**src/rtl/pwm_sample_decoder.sv**
```systemverilog
// PWM audio decoder: aligns to frame-start rising edges, counts high cycles per
// 2^FRAME_BITS-cycle frame, and reports duty samples, sync errors and silence.
module pwm_sample_decoder #(
  parameter int FRAME_BITS    = 8,
  parameter int SILENT_FRAMES = 4
) (
  input  logic                  clk,
  input  logic                  reset,
  input  logic                  pwm_in,
  output logic [FRAME_BITS-1:0] sample,
  output logic                  sample_valid,
  output logic                  locked,
  output logic                  sync_err,
  output logic [7:0]            err_count,
  output logic                  silent
);

  typedef enum logic {
    HUNT,
    LOCKED
  } state_t;

  localparam logic [FRAME_BITS-1:0] POS_LAST   = '1;
  localparam logic [FRAME_BITS-1:0] POS_ONE    = FRAME_BITS'(1);
  localparam logic [FRAME_BITS:0]   CNT_ONE    = (FRAME_BITS+1)'(1);
  localparam logic [FRAME_BITS:0]   CNT_FULL   = {1'b1, {FRAME_BITS{1'b0}}};
  localparam logic [7:0]            SILENT_LIM = 8'(SILENT_FRAMES);

  state_t                state_q, state_d;
  logic                  prev_q, prev_d;
  logic [FRAME_BITS-1:0] pos_q, pos_d;
  logic [FRAME_BITS:0]   high_cnt_q, high_cnt_d;
  logic [FRAME_BITS-1:0] sample_q, sample_d;
  logic                  sample_valid_q, sample_valid_d;
  logic                  sync_err_q, sync_err_d;
  logic [7:0]            err_count_q, err_count_d;
  logic [7:0]            zero_run_q, zero_run_d;

  logic                  rise;
  logic [FRAME_BITS:0]   frame_total;

  always_comb begin
    rise           = pwm_in & ~prev_q;
    frame_total    = high_cnt_q + {{FRAME_BITS{1'b0}}, pwm_in};
    state_d        = state_q;
    prev_d         = pwm_in;
    pos_d          = pos_q;
    high_cnt_d     = high_cnt_q;
    sample_d       = sample_q;
    sample_valid_d = 1'b0;
    sync_err_d     = 1'b0;

    case (state_q)
      HUNT: begin
        // The locking edge itself is position 0 and contributes one high cycle.
        if (rise) begin
          state_d    = LOCKED;
          pos_d      = POS_ONE;
          high_cnt_d = CNT_ONE;
        end
      end
      LOCKED: begin
        if (rise && (pos_q != '0)) begin
          sync_err_d = 1'b1;
          pos_d      = POS_ONE;
          high_cnt_d = CNT_ONE;
        end else if (pos_q == POS_LAST) begin
          sample_valid_d = 1'b1;
          sync_err_d     = (frame_total == CNT_FULL);
          sample_d       = (frame_total == CNT_FULL) ? POS_LAST : frame_total[FRAME_BITS-1:0];
          pos_d          = '0;
          high_cnt_d     = '0;
        end else begin
          pos_d      = pos_q + POS_ONE;
          high_cnt_d = frame_total;
        end
      end
      default: state_d = HUNT;
    endcase

    err_count_d = err_count_q;
    if (sync_err_d && (err_count_q != 8'hFF)) begin
      err_count_d = err_count_q + 8'd1;
    end

    // Zero-run count only needs to reach the threshold, so it saturates there.
    zero_run_d = zero_run_q;
    if (sample_valid_d) begin
      if (sample_d != '0) begin
        zero_run_d = 8'd0;
      end else if (zero_run_q < SILENT_LIM) begin
        zero_run_d = zero_run_q + 8'd1;
      end
    end
  end

  always_ff @(posedge clk) begin
    if (reset) begin
      state_q        <= HUNT;
      prev_q         <= 1'b1;
      pos_q          <= '0;
      high_cnt_q     <= '0;
      sample_q       <= '0;
      sample_valid_q <= 1'b0;
      sync_err_q     <= 1'b0;
      err_count_q    <= 8'd0;
      zero_run_q     <= 8'd0;
    end else begin
      state_q        <= state_d;
      prev_q         <= prev_d;
      pos_q          <= pos_d;
      high_cnt_q     <= high_cnt_d;
      sample_q       <= sample_d;
      sample_valid_q <= sample_valid_d;
      sync_err_q     <= sync_err_d;
      err_count_q    <= err_count_d;
      zero_run_q     <= zero_run_d;
    end
  end

  assign sample       = sample_q;
  assign sample_valid = sample_valid_q;
  assign locked       = (state_q == LOCKED);
  assign sync_err     = sync_err_q;
  assign err_count    = err_count_q;
  assign silent       = (zero_run_q >= SILENT_LIM);

endmodule

```
**config.mk**
```make
export PLATFORM = sky130hd
export DESIGN_NAME = pwm_sample_decoder
export DESIGN_NICKNAME = d
export VERILOG_FILES = /design/src/rtl/pwm_sample_decoder.sv
export SDC_FILE = /design/constraint.sdc
export NUM_CORES = 1
export LEC_CHECK = 0
export CORE_MARGIN = 3
export CORE_UTILIZATION = 59
export CTS_BUF_LIST = sky130_fd_sc_hd__clkbuf_8
export DETAILED_ROUTE_END_ITERATION = 10
export MAX_ROUTING_LAYER = met4
export PLACE_DENSITY_LB_ADDON = 0.12
export SYNTH_ARGS = -nofsm -noshare
export SYNTH_HDL_FRONTEND = slang
export SYNTH_SLANG_ARGS = --single-unit
```
**constraint.sdc**
```tcl
create_clock -name clk -period 3.7 [get_ports clk]
set_input_delay 1.11 -clock clk [delete_from_list [all_inputs] [get_ports clk]]
set_output_delay 1.11 -clock clk [all_outputs]
set_load 0.1 [all_outputs]
```
[After elaboration in Yosys (flattened, before gate mapping)]
Index checks and enable logic that the tools add are counted.
Word-level totals
  register bits after elaboration: 45
  bits of input ports: 3
  output and inout port bits: 20
  logic and storage cells: 50
Cells by class
  $add $sub $neg: 4
  magnitude comparators: 2
  eq/ne operators: 4
  multiplexer cells: 22
  bitwise logic cells: 3
  reductions and logical operators: 6
Operator list (count)
  two-way mux 8 bit: 9
  two-way mux 9 bit: 3
  adder 8 x 1 -> 8 bit, second input constant: 3
  one-hot mux 9 bit (2 select lines): 1
  one-hot mux 8 bit (2 select lines): 1
  nonzero test 8 bit: 2
  adder 9 x 1 -> 9 bit: 1
  equality test 9 bit, second input constant: 1
  equality test 8 bit, second input constant: 1
  greater-or-equal comparator 8 x 3 -> 1 bit, second input constant: 1
  < comparator 8 x 3 -> 1 bit, second input constant: 1
  two-way mux 1 bit: 8
  != test 8 bit, second input constant: 1
  logical AND 1 bit: 2
  != test 2 bit, second input constant: 1
  inverter 1 bit: 2
  AND reduction 2 bit: 1
  nonzero test 2 bit: 1
  AND 1 bit: 1

[Depth between registers and ports, before layout]
Gate-level depths: netlist of the first run.
  depth in word-level cells: 9
  gate-level depth with buffers: 9
  depth with buffers taken out: 8

[Worst setup path after synthesis of the first run]
No wires, ideal clock.
  path kind: input port to flip-flop
  start point: input port pwm_in
  end point: register err_count_q[0] (netlist: err_count[0])
  library setup time: 123 ps
  arrival: 3369 ps
  data required time: 3577 ps
  setup slack: 208 ps
  cell stages on the path: 9
  buffers on the path: 1
  cell sequence: ha_1 > ha_1 > xor2_1 > a2bb2oi_1 > or3_4 > o41a_1 > buf_6 > nor2_1 > mux2_1
On the way
  longest elaborated chain between the ends: 6
  elaborated cells on any way between the ends: 8
  classes of those cells: add/sub: 1; eq/ne: 1; mux: 3; bitwise: 1; reduce/logical: 2
Ends and longest elaborated chain
  from (decl): line 9  | input logic pwm_in,
  adder 9 x 1 -> 9 bit: line 44  | frame_total = high_cnt_q + {{FRAME_BITS{1'b0}}, pwm_in};
  equality test 9 bit: line 69  | sync_err_d = (frame_total == CNT_FULL);
  two-way mux 1 bit: line 67  | end else if (pos_q == POS_LAST) begin
  two-way mux 1 bit *: line 63  | if (rise && (pos_q != '0)) begin
  two-way mux 1 bit *: line 53  | case (state_q)
  logical AND 1 bit *: line 82  | if (sync_err_d && (err_count_q != 8'hFF)) begin
  to (signal assigned): line 116  | err_count_q <= err_count_d;
  to (decl): line 36  | logic [7:0] err_count_q, err_count_d;
Every way passes the cells marked *; elsewhere a longest branch is shown, timed or not.
A chain may end at the register's enable or synchronous reset.

[Worst setup path in the final report of the first run]
  start point: input port pwm_in
  end point: register err_count_q[4] (netlist: err_count[4])
The elaborated chain is that of the path after synthesis.

==> impl_metrics.yaml, run 1 <==
power:
  vdd_drop_max_v: 0.000256
  internal-power_uw: 716
  p_leak_nw: 1.07
  pwr-share-comb: 0.083
  power.net_switching_uw: 212
  sw_frac_of_total: 0.229
  p_per_area_nw_per_um2: 332
  clkPwrFrac: 0.387
  sequentialPowerShare: 0.529
clocking:
  tritoncts_num_sinks: 45
  tritoncts: "yes"
  numCtsBuffers: 5
  h-tree-depth: 2
  cts.reportedPaths.clkPinSlew_ps: 80
  clkLatencyLatePin_ps: 300
  cts.path.max_buffers: 2
  clock-root-buffer: "clkbuf_8"
synthesis:
  post_synth_instance_area_sq_um: 2310
  synth_warnings: 0
  synth_sequential_area_ratio: 0.391
  yosys.area.top_type_share: 0.391
  synth_top_cells_by_count: "dfxtp_1 (45), nor2_1 (40), a21oi_1 (15), nand2_1 (13), nand3_1 (12)"
  top_post_synthesis_cells_by_area: "dfxtp_1 (39%), nor2_1 (6.5%), ha_1 (3.8%)"
  synth-async-reset-ratio: 0
  ys_ff_latch: 45
  dominantRegCellSynth: "dfxtp_1"
  post_synth_num_cell_types: 55
  synthMostInstantiatedCell: "dfxtp_1"
  synth_area_leader_cell: "dfxtp_1"
  post_synth.cell_area_avg_sq_um: 8.54
  synth_enable_flop_cells: 0
  synthesis.nets: 280
  syn_inst: 270
drt:
  route.detailed.vias_per_inst: 5.99
  sum_of_routed_wire_length_over_all_layers_um: 5450
  routedWlPerCell_um: 15.1
  initialDrtViolationCount: 215
  final_antenna_net_count: 0
  detail_route.first_pass.iterations: 5
  route.vias.total: 2163
  detail_route.drc_violations: 0
setup_path:
  critical_path.endpoint_type: "flop"
  setup.worst_path.class: "in2reg"
  worstPathRequired_ps: 3880
  arrival_ps: 3500
  timing.critical_path.fanout_max: 7
  critical_path.startpoint_type: "input pin"
timing:
  final_period_minus_worst_setup_slack_ps: 3320
  finalSetupTns_ps: 0
  tightestPinTransition_ps: 511
  period_share: 0.898
  final-hold-violation-count: 0
  fmax_mhz: 301
  setup_viol_count_final: 0
  max_slew_margin: 0.658
  final.setup_skew_ps: 4.26
  setup_repair_after_global_routing_missed_its_margin: "no"
  slew_viol_final: 0
final_layout:
  share_of_final_layout_standard_cells_stronger_than_drive_strength_1: 0.227
  finalNetCount: 323
  antenna_cells_inserted: 0
  stdcell_area_sq_um: 2790
  flow.area_growth_from_synthesis_pct: 21.1
  final.fill_count: 292
placed_design:
  detailed_place.area_sq_um: 2650
  io_buffer_count: 22
  place.gp.congestion: 0.865
  dp_hpwl_um: 3890
run:
  max_cap_viol_count: 0
floorplan:
  io_pins: 23
  die_height_um: 68.5
  coreArea_sq_um: 3720
  design.die.area_sq_um: 4690
  die-width_um: 68.5
  start_util: 0.621
  fp-row-count: 22
grt:
  first_global_vias: 1891
  grt_first_pass_wirelength_um: 8640
  antenna_found_initial: 0
  globalRoute.totalOverflow: 0
  track_usage: 0.247
  maximum_number_of_pins_on_one_net_before_global_route_repair: 27
worst_hold_path:
  hold_class: "reg2reg"
outcome:
  result_of_the_run: "completed"
cells in the final DEF, fill, tap and decap left out, drive strengths merged, types with 7 or more instances in the layout:
cell type,instances
ha,7
and3,7
nand2,14
nand4,8
nand3,13
dfxtp,45
a21oi,15
nor2,40
a211oi,7
buf,48
inv,7
o21ai,14
worst paths after layout:
kind                            slack (ps)             to  cells after the start           from
worst max register to register        1020   err_count[4]                      9  high_cnt_q[0]
worst min register to register         460  zero_run_q[7]                      1  zero_run_q[7]
worst max-delay path                   380   err_count[4]                     10         pwm_in
worst min-delay path                   460  zero_run_q[7]                      1  zero_run_q[7]
routing by layer:
metal / routed length [um] / share of wire / track usage / vias up
met5: 0 / 0 / - / -
met4: 110 / 0.020 / 0.0844 / 0
met3: 271 / 0.050 / 0.0389 / 12
met2: 2560 / 0.47 / 0.392 / 68
met1: 2510 / 0.46 / 0.320 / 1002
li1: - / - / - / 1081
power by group through the flow:
| stage | sequential (mW) | combinational, mW | clock, mW |
|---|---|---|---|
| 2_1_floorplan | 0.506 | 0.0429 | 0 |
| 3_3_place_gp | 0.503 | 0.0726 | 0 |
| 3_5_place_dp | 0.503 | 0.0734 | 0 |
| 4_1_cts | 0.491 | 0.0745 | 0.363 |
| 5_1_grt | 0.492 | 0.0846 | 0.381 |
| 6_report | 0.491 | 0.0775 | 0.359 |
stage by stage:
step           cells   util  hold WS [ps]  setup WS, ps  total power, mW
6_report         361  0.752           465           378            0.928
5_1_grt          361  0.752           487           292            0.958
4_1_cts          360  0.742           469          50.0            0.929
3_5_place_dp     353  0.713           445          -324            0.576
3_3_place_gp     353  0.713           443          -263            0.575
2_1_floorplan    270      -           431           208            0.548
registers in the layout (all words and copies together) (netlist names):
name / flops
sync_err: 1
high_cnt_q: 9
pos_q: 8
sample: 8
locked: 1
prev_q: 1
err_count: 8
sample_valid: 1
zero_run_q: 8
worst max-delay path, cell delays in order:
cell            delay (ps)
dlymetal6s2s_1         150
ha_2                   200
ha_4                   180
xor2_1                 160
a2bb2oi_1              180
or3_4                  340
o41a_1                 520
buf_4                  200
o31ai_1                380
a21oi_2                 90
area by class of cell:
| class | instances | area, sq um | area share |
|---|---|---|---|
| Clock buffer | 5 | 68.8 | 0.0246 |
| Tap cell | 48 | 60.1 | 0.0215 |
| Multi-Input combinational cell | 204 | 1320 | 0.471 |
| Clock inverter | 2 | 35.0 | 0.0125 |
| Sequential cell | 45 | 901 | 0.323 |
| Inverter | 7 | 26.3 | 0.00941 |
| Timing Repair Buffer | 50 | 387 | 0.138 |
cells by family (layout without fill, tap and decap cells):
| group | after synthesis | after routing | share of synthesized area |
|---|---|---|---|
| muxes | 3 | 3 | 0.0141 |
| AOI/OAI and AO/OA | 62 | 62 | 0.190 |
| DFF | 45 | 45 | 0.391 |
| buffers and inverters | 21 | 64 | 0.0499 |
| and+or+nand+nor | 128 | 128 | 0.299 |
| adders and majority gates | 7 | 7 | 0.0380 |
| xor gates and xnor gates | 4 | 4 | 0.0185 |
repair_timing:
item                       in CTS  in global routing
buffers inserted                0                  1
resized for setup               1                  7
pin swaps                       1                  3
setup endpoints to repair       4                  5
hold buffers                    0                  0
No activity file was read; power rests on OpenSTA's default activity.
==> run 2: changes to the inputs <==
--- a/config.mk
+++ b/config.mk
@@ -8,6 +8,7 @@
 export CORE_MARGIN = 3
 export CORE_UTILIZATION = 59
 export CTS_BUF_LIST = sky130_fd_sc_hd__clkbuf_8
+export CTS_CLUSTER_DIAMETER = 50
 export DETAILED_ROUTE_END_ITERATION = 10
 export MAX_ROUTING_LAYER = met4
 export PLACE_DENSITY_LB_ADDON = 0.12
==> results of run 2 <==
No change in the layout: final DEF, timing and power equal those of run 1.
==> run 3: changes to the inputs <==
--- a/config.mk
+++ b/config.mk
@@ -8,7 +8,7 @@
 export CORE_MARGIN = 3
 export CORE_UTILIZATION = 59
 export CTS_BUF_LIST = sky130_fd_sc_hd__clkbuf_8
-export CTS_CLUSTER_DIAMETER = 50
+export CTS_CLUSTER_DIAMETER = 150
 export DETAILED_ROUTE_END_ITERATION = 10
 export MAX_ROUTING_LAYER = met4
 export PLACE_DENSITY_LB_ADDON = 0.12
==> constraint.sdc (replaced) <==
create_clock -name clk -period 3.7 [get_ports clk]
set_input_delay 1.11 -clock clk [delete_from_list [all_inputs] [get_ports clk]]
set_output_delay 1.11 -clock clk [all_outputs]
set_load 0.005 [all_outputs]
==> run 3 against run 2 <==
  * Non-clock buffer count down 1
  * Via count up 2.6%
  * Fmax rose by 0.13%
  * Setup slack improved by 4.4 ps
  * Global-route usage grew 1.5 points
  * Die area is the same
  * Clock power up 23%
  * Sequential share of layout area shrank 0.86 points
  * Critical path type unchanged
  * Critical endpoint unchanged
==> impl_metrics.yaml, run 3 (synthesized netlist as in run 1, its figures left out) <==
setup_path:
  cp_cell_sequence: "dlymetal6s2s_1 > ha_4 > ha_4 > xor2_1 > a2bb2oi_1 > or3_4 > o41a_1 > or4_4 > a21oi_1"
  arrival_ps: 3550
  timing.critical_path.depth: 9
  number_of_cells_on_the_worst_reg_to_reg_path: 8
  critical_path.startpoint_type: "input pin"
  critical-path-top-delay-family: "simple AND/OR/NAND/NOR gates"
  worst_path_max_delay_cell: "or4_4"
  timing.critical_path.slowest_cell_delay_ps: 570
  setup.worst_path.class: "in2reg"
  timing.critical_path.mode_cell: "ha_4"
  worstPathRequired_ps: 3940
  critical_path.startpoint: "pwm_in"
  critical_path.endpoint_type: "flop"
  timing.critical_path.fanout_max: 8
  critical_path.reg2reg.startpoint: "high_cnt_q[0]"
  critical_path_buf_inv_count: 1
timing:
  tightestPinTransition_ps: 490
  max_slew_margin: 0.674
  final.setup.worst_slack_ps: 382
  finalSetupTns_ps: 0
  final.setup_skew_ps: 3.70
  final-hold-violation-count: 0
  period_share: 0.897
  setup_viol_count_final: 0
  whs_ps: 473
  final_period_minus_worst_setup_slack_ps: 3320
  fmax_mhz: 301
  setup_repair_after_global_routing_missed_its_margin: "no"
  slew_viol_final: 0
final_layout:
  stdcell_area_sq_um: 2870
  share_of_final_layout_standard_cells_stronger_than_drive_strength_1: 0.160
  largest_register_ffs: 9
  finalNetCount: 322
  layout_common_cells: "dfxtp_1 (45), nor2_1 (40), buf_4 (27)"
  antenna_cells_inserted: 0
  most_flops_register: "high_cnt_q"
  finalCoreUtilization: 0.772
  final_common_cell: "dfxtp_1"
  flow.area_growth_from_synthesis_pct: 24.4
outcome:
  result_of_the_run: "completed"
clocking:
  tritoncts_num_sinks: 45
  numCtsBuffers: 5
  clkLatencyLatePin_ps: 300
  clock-root-buffer: "clkbuf_8"
  post_cts_hold_buffer_count: 0
  post-cts-setup-buffer-count: 0
  cts.path.max_buffers: 2
  h-tree-depth: 2
  tritoncts: "yes"
  cts.reportedPaths.clkPinSlew_ps: 90
grt:
  globalRoute.totalOverflow: 0
  antenna_found_initial: 0
  first_global_vias: 1955
  track_usage: 0.262
  maximum_number_of_pins_on_one_net_before_global_route_repair: 29
  grt_first_pass_wirelength_um: 8910
placed_design:
  preCtsSetupSlack_ps: -292
  io_buffer_count: 22
  detailed_place.area_sq_um: 2700
  place.gp.congestion: 0.861
  dp_hpwl_um: 3990
worst_hold_path:
  holdPathStages: 1
  hold_start: "zero_run_q[6]"
  hold_class: "reg2reg"
floorplan:
  die-width_um: 68.5
  design.die.area_sq_um: 4690
  io_pins: 23
  coreArea_sq_um: 3720
  fp-row-count: 22
  start_util: 0.621
  die_height_um: 68.5
power:
  power.net_switching_uw: 217
  p_leak_nw: 1.04
  p_per_area_nw_per_um2: 351
  clkPwrFrac: 0.438
  sequentialPowerShare: 0.489
  sw_frac_of_total: 0.215
  internal-power_uw: 789
  pwr-share-comb: 0.073
  vdd_drop_max_v: 0.000388
drt:
  initialDrtViolationCount: 257
  routedWlPerCell_um: 15.9
  detail_route.drc_violations: 0
  sum_of_routed_wire_length_over_all_layers_um: 5730
  detail_route.first_pass.iterations: 5
  route.vias.total: 2219
  final_antenna_net_count: 0
  route.detailed.vias_per_inst: 6.15
run:
  max_cap_viol_count: 0
-- run 3: metrics by stage --
step           instances  total power [mW]
6_report             361              1.01
4_1_cts              361              1.01
5_1_grt              361              1.04
3_3_place_gp         353             0.571
3_5_place_dp         353             0.572
2_1_floorplan        270             0.544
-- run 3: area by class of cell --
| class | instances | area, sq um |
|---|---|---|
| clock buffer | 5 | 68.8 |
| clock inverter | 3 | 65.1 |
| fill | 296 | 847 |
| inverter | 7 | 26.3 |
| multi-input combinational | 204 | 1320 |
| sequential | 45 | 901 |
| tap | 48 | 60.1 |
| timing repair buffer | 49 | 425 |
-- run 3: routing by layer --
layer / GRT usage / share of wire / vias up
li1: - / - / 1070
met1: 0.325 / 0.45 / 1045
met2: 0.406 / 0.48 / 87
met3: 0.0632 / 0.049 / 17
met4: 0.112 / 0.023 / 0
met5: - / 0 / -
-- run 3: worst paths after layout --
check / endpoint / slack, ps
hold / removal: zero_run_q[6] / 470
setup reg to reg: err_count[4] / 1020
hold reg to reg: zero_run_q[6] / 470
setup / recovery: err_count[4] / 380
-- run 3: timing repair --
action,4_1_cts,5_1_grt
pin swaps,1,2
gates resized for setup,1,6
endpoints found under the setup margin,1,5
-- run 3: power groups by stage --
stage | Sequential (mW) | Combinational (mW) | Clock (mW)
6_report | 0.492 | 0.0738 | 0.440
5_1_grt | 0.493 | 0.0803 | 0.465
4_1_cts | 0.491 | 0.0708 | 0.446
3_5_place_dp | 0.503 | 0.0698 | 0
3_3_place_gp | 0.503 | 0.0681 | 0
2_1_floorplan | 0.501 | 0.0429 | 0
